<file path="config.mk">
export PLATFORM = sky130hd
export DESIGN_NAME = regfile_wb_arbiter
export DESIGN_NICKNAME = d
export VERILOG_FILES = /design/src/rtl/regfile_wb_arbiter.sv
export SDC_FILE = /design/constraint.sdc
export NUM_CORES = 1
export LEC_CHECK = 0
export ABC_AREA = 1
export BUFFER_PORTS_ARGS = -buffer_cell sky130_fd_sc_hd__clkbuf_2
export CELL_PAD_IN_SITES_DETAIL_PLACEMENT = 0
export CELL_PAD_IN_SITES_GLOBAL_PLACEMENT = 1
export CORE_ASPECT_RATIO = 1.2
export CORE_MARGIN = 1
export CORE_UTILIZATION = 40
export DETAILED_ROUTE_END_ITERATION = 12
export PLACE_DENSITY = 0.74
export SLEW_MARGIN = 0
export SYNTH_ARGS = -nofsm -noshare
export SYNTH_HDL_FRONTEND = slang
export SYNTH_SLANG_ARGS = --single-unit
</file>
<file path="constraint.sdc">
create_clock -name clk -period 3.13 [get_ports clk]
set_input_delay 0.313 -clock clk [delete_from_list [all_inputs] [get_ports clk]]
set_output_delay 0.313 -clock clk [all_outputs]
set_load 0.05 [all_outputs]
</file>
<file path="src/rtl/regfile_wb_arbiter.sv">
// Writeback arbiter: two source FIFOs share one registered register-file write port.
module regfile_wb_arbiter #(
    parameter int unsigned DEPTH  = 2,
    parameter int unsigned DATA_W = 32
) (
    input  logic              clk,
    input  logic              rst_n,
    input  logic              s0_valid,
    output logic              s0_ready,
    input  logic [4:0]        s0_addr,
    input  logic [DATA_W-1:0] s0_data,
    input  logic              s1_valid,
    output logic              s1_ready,
    input  logic [4:0]        s1_addr,
    input  logic [DATA_W-1:0] s1_data,
    output logic              RegWrite,
    output logic [4:0]        WriteReg,
    output logic [DATA_W-1:0] WriteData,
    output logic              grant_src,
    output logic [31:0]       pending
);

    localparam int unsigned PTR_W = $clog2(DEPTH);
    localparam int unsigned CNT_W = PTR_W + 1;

    typedef struct packed {
        logic [4:0]        addr;
        logic [DATA_W-1:0] data;
    } entry_t;

    entry_t           fifo_mem [2][DEPTH];
    entry_t           in_entry [2];
    logic [PTR_W-1:0] wr_ptr   [2];
    logic [PTR_W-1:0] rd_ptr   [2];
    logic [CNT_W-1:0] count    [2];
    logic [CNT_W-1:0] count_nxt[2];
    logic             ready_q  [2];

    logic [1:0]       push;
    logic [1:0]       pop;
    logic [1:0]       non_empty;
    logic             gnt_valid;
    logic             gnt_src_c;
    logic             last_grant;
    entry_t           head;
    logic [PTR_W-1:0] offset;

    assign in_entry[0] = {s0_addr, s0_data};
    assign in_entry[1] = {s1_addr, s1_data};
    assign s0_ready    = ready_q[0];
    assign s1_ready    = ready_q[1];
    assign push[0]     = s0_valid & ready_q[0];
    assign push[1]     = s1_valid & ready_q[1];

    // Round-robin grant on registered FIFO occupancy; ties go to the source not granted last.
    always_comb begin
        non_empty[0] = (count[0] != '0);
        non_empty[1] = (count[1] != '0);
        gnt_valid    = |non_empty;
        gnt_src_c    = (&non_empty) ? ~last_grant : non_empty[1];
        pop          = 2'b00;
        if (gnt_valid) begin
            pop[gnt_src_c] = 1'b1;
        end
        head = fifo_mem[gnt_src_c][rd_ptr[gnt_src_c]];
    end

    // Next occupancy per FIFO.
    always_comb begin
        for (int k = 0; k < 2; k++) begin
            count_nxt[k] = count[k] + CNT_W'(push[k]) - CNT_W'(pop[k]);
        end
    end

    // FIFO storage; contents need no reset since occupancy gates every read.
    always_ff @(posedge clk) begin
        for (int k = 0; k < 2; k++) begin
            if (push[k]) begin
                fifo_mem[k][wr_ptr[k]] <= in_entry[k];
            end
        end
    end

    // FIFO pointers, counts and registered ready.
    always_ff @(posedge clk or negedge rst_n) begin
        if (!rst_n) begin
            for (int k = 0; k < 2; k++) begin
                wr_ptr[k]  <= '0;
                rd_ptr[k]  <= '0;
                count[k]   <= '0;
                ready_q[k] <= 1'b1;
            end
        end else begin
            for (int k = 0; k < 2; k++) begin
                if (push[k]) begin
                    wr_ptr[k] <= wr_ptr[k] + PTR_W'(1);
                end
                if (pop[k]) begin
                    rd_ptr[k] <= rd_ptr[k] + PTR_W'(1);
                end
                count[k]   <= count_nxt[k];
                ready_q[k] <= (count_nxt[k] < CNT_W'(DEPTH));
            end
        end
    end

    // Last-grant pointer starts at 1 so source 0 wins the first tie.
    always_ff @(posedge clk or negedge rst_n) begin
        if (!rst_n) begin
            last_grant <= 1'b1;
        end else if (gnt_valid) begin
            last_grant <= gnt_src_c;
        end
    end

    // Registered write port; writes to r0 are consumed but never enabled.
    always_ff @(posedge clk or negedge rst_n) begin
        if (!rst_n) begin
            RegWrite  <= 1'b0;
            WriteReg  <= '0;
            WriteData <= '0;
            grant_src <= 1'b0;
        end else if (gnt_valid) begin
            RegWrite  <= (head.addr != 5'd0);
            WriteReg  <= head.addr;
            WriteData <= head.data;
            grant_src <= gnt_src_c;
        end else begin
            RegWrite  <= 1'b0;
        end
    end

    // Pending bitmap over every queued entry of both FIFOs.
    always_comb begin
        pending = '0;
        offset  = '0;
        for (int k = 0; k < 2; k++) begin
            for (int i = 0; i < DEPTH; i++) begin
                offset = PTR_W'(i) - rd_ptr[k];
                if ({1'b0, offset} < count[k]) begin
                    pending[fifo_mem[k][i].addr] = 1'b1;
                end
            end
        end
        pending[0] = 1'b0;
    end

endmodule

</file>
==> results.json, run 1 <==
{
  "outcome": "finished, final reports clean",
  "die_area_um2": 22100,
  "chipHeight_um": 163,
  "die_x_um": 136,
  "clock-sinks": 198,
  "ys_seq_elements": 198,
  "cap_violations": 0,
  "antenna_left": 0,
  "drive_gt1_frac": 0.222,
  "clkTransAtPathRegs_ns": 0.07,
  "clk_latency_ns": 0.42,
  "cts_tree": "done",
  "layout_commonest_cell": "nand2_1",
  "area_growth_pct": 18.9,
  "slew_headroom": 0.506,
  "tightest_slew_ns": 0.741,
  "syn_nets": 887,
  "ys_warn_count": 0,
  "rsz0062_at_grt": "no",
  "finalSetupViolations": 0,
  "dr.pass1.iters": 5,
  "antenna_found_initial": 0,
  "finalCritPeriodShare": 0.857,
  "grt_pass1_vias": 6247,
  "cp-start-kind": "register",
  "postSynthAreaPerCell_um2": 10.7,
  "finalSetupTns_ns": 0,
  "hpwl_um": 15700,
  "grt_use_total": 0.212,
  "drc": 0,
  "synth_cell_types": 31,
  "grt_max_degree": 62,
  "path_buf_inv": 2,
  "cp.arrival_ns": 2.37,
  "rows": 58,
  "antenna_cells": 0,
  "port_buffers": 149,
  "worst_ir_drop_vdd_mv": 0.502,
  "cts_inserted_buffers": 17,
  "layout_common_cells": "nand2_1, clkbuf_2, edfxtp_1",
  "holdCritPathClass": "primary input to register",
  "post_cts_resized": 0,
  "syn_area_um2": 8590,
  "finClkSkew_ns": 0.0137,
  "fmax_ghz": 0.373,
  "worstPathMaxFanout": 8,
  "p_total_w": 0.0115,
  "ctsHtreeMaxLevel": 4,
  "io_pins": 151,
  "overflow": 0,
  "crit_path_top_delay_cell": "dfrtp_1",
  "drt_iter0_drc": 322,
  "fin_crit_ns": 2.68,
  "wire_per_inst_um": 18.1,
  "core-area_um2": 21000,
  "path_cells": "a21oi_1 > inv_1 > nand3_1 > nor2_1 > a21oi_1 > o221ai_1 > clkbuf_2",
  "yosysSeqAreaShare": 0.664,
  "leakage_nw": 4.29,
  "synthCells": 805,
  "routabilityCongestion": 0.916,
  "crit_family": "compound AO/OA/AOI/OAI gates",
  "grt_pass1_wl_um": 34800,
  "routed_wl_um": 22500,
  "clockBufferDepth": 2,
  "vias": 6424,
  "cp-end-kind": "output pin",
  "cts-root-buf": "clkbuf_16",
  "post_cts_buffers": 0,
  "hold_viol_final": 0,
  "critPathKind": "register to output pin",
  "cp_common_cell": "a21oi_1",
  "required_ns": 2.82,
  "avgViaCountPerCell": 5.17,
  "start_util": 0.409,
  "p_per_area_nw_per_um2": 1130,
  "critPathMaxStageDelay_ns": 0.43,
  "nNetsFinal": 1041,
  "final_max_slew_viol_count": 0
}
==> metrics by stage <==
step	instance area, µm²	std cells	worst slack (ns)	utilization	hold slack [ns]
6_report	10200	1242	0.447	0.487	0.0780
5_1_grt	10200	1242	0.311	0.487	0.0645
4_1_cts	10200	1242	0.489	0.487	0.0648
3_5_place_dp	9610	1209	0.915	0.458	0.413
3_3_place_gp	9610	1209	0.900	0.458	0.411
2_1_floorplan	8590	805	0.273	-	0.0174
==> Yosys cell counts, drive strengths merged <==
| master | number | area share |
|---|---|---|
| nand4 | 2 | 0.0015 |
| conb | 1 | 0.00044 |
| o221ai | 25 | 0.025 |
| edfxtp | 148 | 0.52 |
| inv | 49 | 0.021 |
| ha | 4 | 0.0058 |
| o21ai | 18 | 0.012 |
| nand2 | 250 | 0.11 |
| nand3 | 127 | 0.074 |
| dfstp | 3 | 0.0092 |
| a22oi | 4 | 0.0035 |
| o41ai | 1 | 0.0010 |
| a21oi | 28 | 0.016 |
| xor2 | 7 | 0.0071 |
| dfrtp | 47 | 0.14 |
| nor2 | 40 | 0.020 |
| buf | 25 | 0.023 |
| a211oi | 1 | 0.00087 |
| nor3 | 17 | 0.010 |
| clkbuf | 6 | 0.0026 |
| o2111ai | 2 | 0.0020 |
==> report_power, final <==
| group | switching [W] | internal (W) | total, W |
|---|---|---|---|
| clock | 0.000981 | 0.00115 | 0.00213 |
| sequential | 0.000363 | 0.00365 | 0.00401 |
| combinational | 0.00406 | 0.00134 | 0.00539 |
| total | 0.00540 | 0.00613 | 0.0115 |
==> final cells by class <==
| type | instances | area (µm²) |
|---|---|---|
| Inverter | 49 | 184 |
| Multi-Input combinational cell | 527 | 2530 |
| Tap cell | 270 | 338 |
| Sequential cell | 198 | 5700 |
| Clock buffer | 19 | 443 |
| Clock inverter | 13 | 143 |
| Fill cell | 1965 | 10800 |
| Timing Repair Buffer | 166 | 876 |
==> final timing paths <==
path / startpoint / endpoint / slack, ns / cells past startpoint
worst max-delay path: count[2] / pending[9] / 0.45 / 7
worst min-delay path: s1_data[29] / fifo_mem[1][29] / 0.08 / 1
worst max register to register: count[1] / RegWrite / 0.94 / 11
worst min register to register: WriteData[20] / WriteData[20] / 0.48 / 2
max in group asynchronous: rst_n / WriteData[11] / 1.81 / 3
min in group asynchronous: rst_n / wr_ptr[0] / 0.49 / 2
==> what timing repair did <==
item                                    CTS  global route
endpoints found under the hold margin    24             0
hold buffers                              1             0
endpoints found under the setup margin    0             0
==> logic make-up (layout without fill, tap and decap cells) <==
family	Yosys count	count (layout)	share of synthesized area
buf+inv	80	247	0.0469
fa+ha+maj	4	4	0.00583
other cells	1	1	0.000437
compound gates	79	79	0.0610
simple gates	436	436	0.215
xor+xnor	7	7	0.00714
flops	198	198	0.664
==> layer usage <==
layer	track usage	share of wire
met1	0.259	0.40
met2	0.370	0.52
met3	0.0289	0.054
met4	0.0919	0.028
met5	0	0
==> registers in the layout, summed over array words and instances (netlist names) <==
| name | cells |
|---|---|
| RegWrite | 1 |
| s0_ready | 1 |
| WriteReg | 5 |
| s1_ready | 1 |
| wr_ptr | 2 |
| last_grant | 1 |
| rd_ptr | 2 |
| grant_src | 1 |
| WriteData | 32 |
| count | 4 |
| fifo_mem | 148 |
Note: power is estimated with default switching activity, not from simulation.
==> run 2, diff against run 1 <==
--- a/config.mk
+++ b/config.mk
@@ -5,7 +5,6 @@
 export SDC_FILE = /design/constraint.sdc
 export NUM_CORES = 1
 export LEC_CHECK = 0
-export ABC_AREA = 1
 export BUFFER_PORTS_ARGS = -buffer_cell sky130_fd_sc_hd__clkbuf_2
 export CELL_PAD_IN_SITES_DETAIL_PLACEMENT = 0
 export CELL_PAD_IN_SITES_GLOBAL_PLACEMENT = 1
@@ -13,7 +12,8 @@
 export CORE_MARGIN = 1
 export CORE_UTILIZATION = 40
 export DETAILED_ROUTE_END_ITERATION = 12
-export PLACE_DENSITY = 0.74
+export GPL_ROUTABILITY_DRIVEN = 0
+export PLACE_DENSITY = 0.71
 export SLEW_MARGIN = 0
 export SYNTH_ARGS = -nofsm -noshare
 export SYNTH_HDL_FRONTEND = slang
==> run 2 against run 1 <==
Compared with the run above:
- die area increased by 2.0%
- critical path type unchanged
- hold slack got worse by 0.048 ns
- routed wire length decreased by 4.2%
- count of clock-buffer cells in the layout increased by 1
- largest power group unchanged
- sequential power increased by 3%
- critical path depth decreased by 3
- total power decreased by 5.6%
- critical endpoint is now pending[8]
- highest routed layer unchanged
- fmax decreased by 8.1%
- core utilization decreased by 0.22 points
- register-to-register slack got worse by 0.13 ns
- combinational power decreased by 15%
- clock skew decreased by 0.0023 ns
==> results.json, run 2 <==
{
  "grt_pass1_wl_um": 32800,
  "largest_register_ffs": 148,
  "start_util": 0.414,
  "cp-start-kind": "register",
  "holdCritPathClass": "primary input to async pin",
  "r2r_end": "s0_ready",
  "final_max_slew_viol_count": 0,
  "syn_nets": 736,
  "synth-edff-count": 148,
  "clockBufferDepth": 2,
  "vias": 6024,
  "netlist.area_leader.share": 0.507,
  "clock-sinks": 198,
  "required_ns": 2.82,
  "tightest_slew_ns": 1.02,
  "ys.flop_type": "edfxtp_1",
  "finalSetupViolations": 0,
  "cp.arrival_ns": 2.61,
  "multiInputGateArea_um2": 2780,
  "fin_crit_ns": 2.92,
  "final_cells": 1066,
  "cts_inserted_buffers": 17,
  "layout_commonest_cell": "clkbuf_2",
  "worstPathMaxFanout": 12,
  "routed_wl_um": 21600,
  "die_area_um2": 22500,
  "comb_power_share": 0.421,
  "antenna_cells": 0,
  "die_x_um": 137,
  "reg2reg_from": "count[3]",
  "seqPwrFrac": 0.379,
  "p_clk_frac": 0.199,
  "drt_iter0_drc": 346,
  "post_cts_buffers": 0,
  "clk_latency_ns": 0.43,
  "worst_ir_drop_vdd_mv": 0.681,
  "power_switching_share": 0.433,
  "crit_start": "fifo_mem[1][73]",
  "layout_common_cells": "clkbuf_2, edfxtp_1, nor2b_1",
  "core-area_um2": 21200,
  "dpl.cell_count": 1034,
  "rsz0062_at_grt": "no",
  "internal-power_w": 0.00617,
  "ff2ff_path_depth": 10,
  "yosys-top-cells-area": "edfxtp_1, dfrtp_1, a211oi_1, nor2b_1, o31ai_1",
  "wire_per_inst_um": 20.2,
  "rrSetupSlack_ns": 0.81,
  "drive_gt1_frac": 0.283,
  "synth.most_common_cell": "edfxtp_1",
  "cts-root-buf": "clkbuf_16",
  "slew_headroom": 0.317,
  "ys_warn_count": 0,
  "cts_tree": "done",
  "avgViaCountPerCell": 5.65,
  "syn_area_um2": 8760,
  "synth_cell_types": 62,
  "yosys-top-cells-count": "edfxtp_1, nor2b_1, a211oi_1, nand2_1, dfrtp_1",
  "dr.pass1.iters": 4,
  "nNetsFinal": 865,
  "synthCells": 654,
  "cp-end-kind": "output pin",
  "cts_hold_buf": 0,
  "finalCritPeriodShare": 0.932,
  "hpwl_um": 14400,
  "hold_viol_final": 0,
  "post_cts_resized": 0,
  "antenna_left": 0,
  "ctsHtreeMaxLevel": 4,
  "grt_use_total": 0.199,
  "fmax_ghz": 0.343,
  "yosysTopAreaCell": "edfxtp_1",
  "overflow": 0,
  "outcome": "finished, final reports clean",
  "port_buffers": 149,
  "grt_max_degree": 77,
  "io_pins": 151,
  "grt_pass1_vias": 5901,
  "p_per_area_nw_per_um2": 1060,
  "drc": 0,
  "finClkSkew_ns": 0.0114,
  "nFillCells": 1906,
  "cap_violations": 0,
  "clkTransAtPathRegs_ns": 0.07,
  "critPathKind": "register to output pin",
  "power.switching_w": 0.00472,
  "ys_seq_elements": 198,
  "area_growth_pct": 17.2,
  "async_reset_ff_frac": 0.253,
  "postSynthAreaPerCell_um2": 13.4,
  "antenna_found_initial": 1,
  "leakage_nw": 3.76,
  "register_area_um2": 5700,
  "yosysSeqAreaShare": 0.650,
  "chipHeight_um": 164,
  "finalSetupTns_ns": 0,
  "rows": 58
}
[run 2: cell types whose count changed in the layout (fill, tap and decap cells not counted), sizes merged, moves of 24 or more]
cell,delta
a211oi,+64
a21oi,-24
inv,-35
nand2,-195
nand3,-123
nor2b,+66
o31ai,+34
[run 2: power groups by stage]
stage                     registers, W  logic (W)  clock network, W
after floorplan                0.00492    0.00271                 0
after global placement         0.00415    0.00455                 0
after detailed placement       0.00418    0.00465                 0
after CTS                      0.00414    0.00465           0.00221
after global routing           0.00421    0.00497           0.00232
final                          0.00413    0.00459           0.00217
[run 2: cells by family (layout without fill, tap and decap cells)]
family / count (synthesis) / after routing / share of synthesized area
other: 1 / 1 / 0.000428
AND/OR/NAND/NOR: 190 / 190 / 0.122
adder cells (fa/ha/maj): 4 / 4 / 0.00571
flip-flops: 198 / 198 / 0.650
AO/OA/AOI/OAI: 180 / 180 / 0.164
buffers and inverters: 61 / 203 / 0.0347
XOR/XNOR: 8 / 8 / 0.00799
multiplexers: 12 / 12 / 0.0147
[run 2: stage by stage]
stage / total power (W) / hold WS (ns) / util / setup slack (ns) / instance area (µm²)
after global routing: 0.0115 / 0.0521 / 0.485 / 0.214 / 10300
after CTS: 0.0110 / 0.0498 / 0.485 / 0.308 / 10300
final: 0.0109 / 0.0303 / 0.485 / 0.212 / 10300
after floorplan: 0.00764 / 0.0174 / - / 0.280 / 8760
after detailed placement: 0.00883 / 0.470 / 0.457 / 0.797 / 9680
after global placement: 0.00870 / 0.465 / 0.457 / 0.814 / 9680
[run 2: worst max-delay path: stages, from the launching register on]
cell and delay (ns):
edfxtp_1 0.55, or3b_4 0.47, a2111oi_0 0.71, a211o_1 0.19, clkbuf_2 0.27
[run 2: worst max-delay path by stage]
stage          cells after the start               to
3_3_place_gp                       4       pending[8]
5_1_grt                            4       pending[8]
2_1_floorplan                      2  fifo_mem[0][37]
4_1_cts                            4       pending[8]
6_report                           4       pending[8]
3_5_place_dp                       4       pending[8]
[run 2: layout make-up]
class | count | area share
clock buffers | 20 | 0.0435
multi-input cells | 395 | 0.271
clock inverters | 12 | 0.0138
inverters | 13 | 0.00475
repair buffers | 158 | 0.0792
well taps | 270 | 0.0329
flip-flops and latches | 198 | 0.555
[run 2: per-layer routing]
| layer | GRT usage | wire [µm] | vias up |
|---|---|---|---|
| li1 | - | - | 2792 |
| met4 | 0.0754 | 573 | 0 |
| met3 | 0.0457 | 1560 | 55 |
| met5 | 0 | 0 | - |
| met2 | 0.349 | 11000 | 265 |
| met1 | 0.236 | 8400 | 2912 |
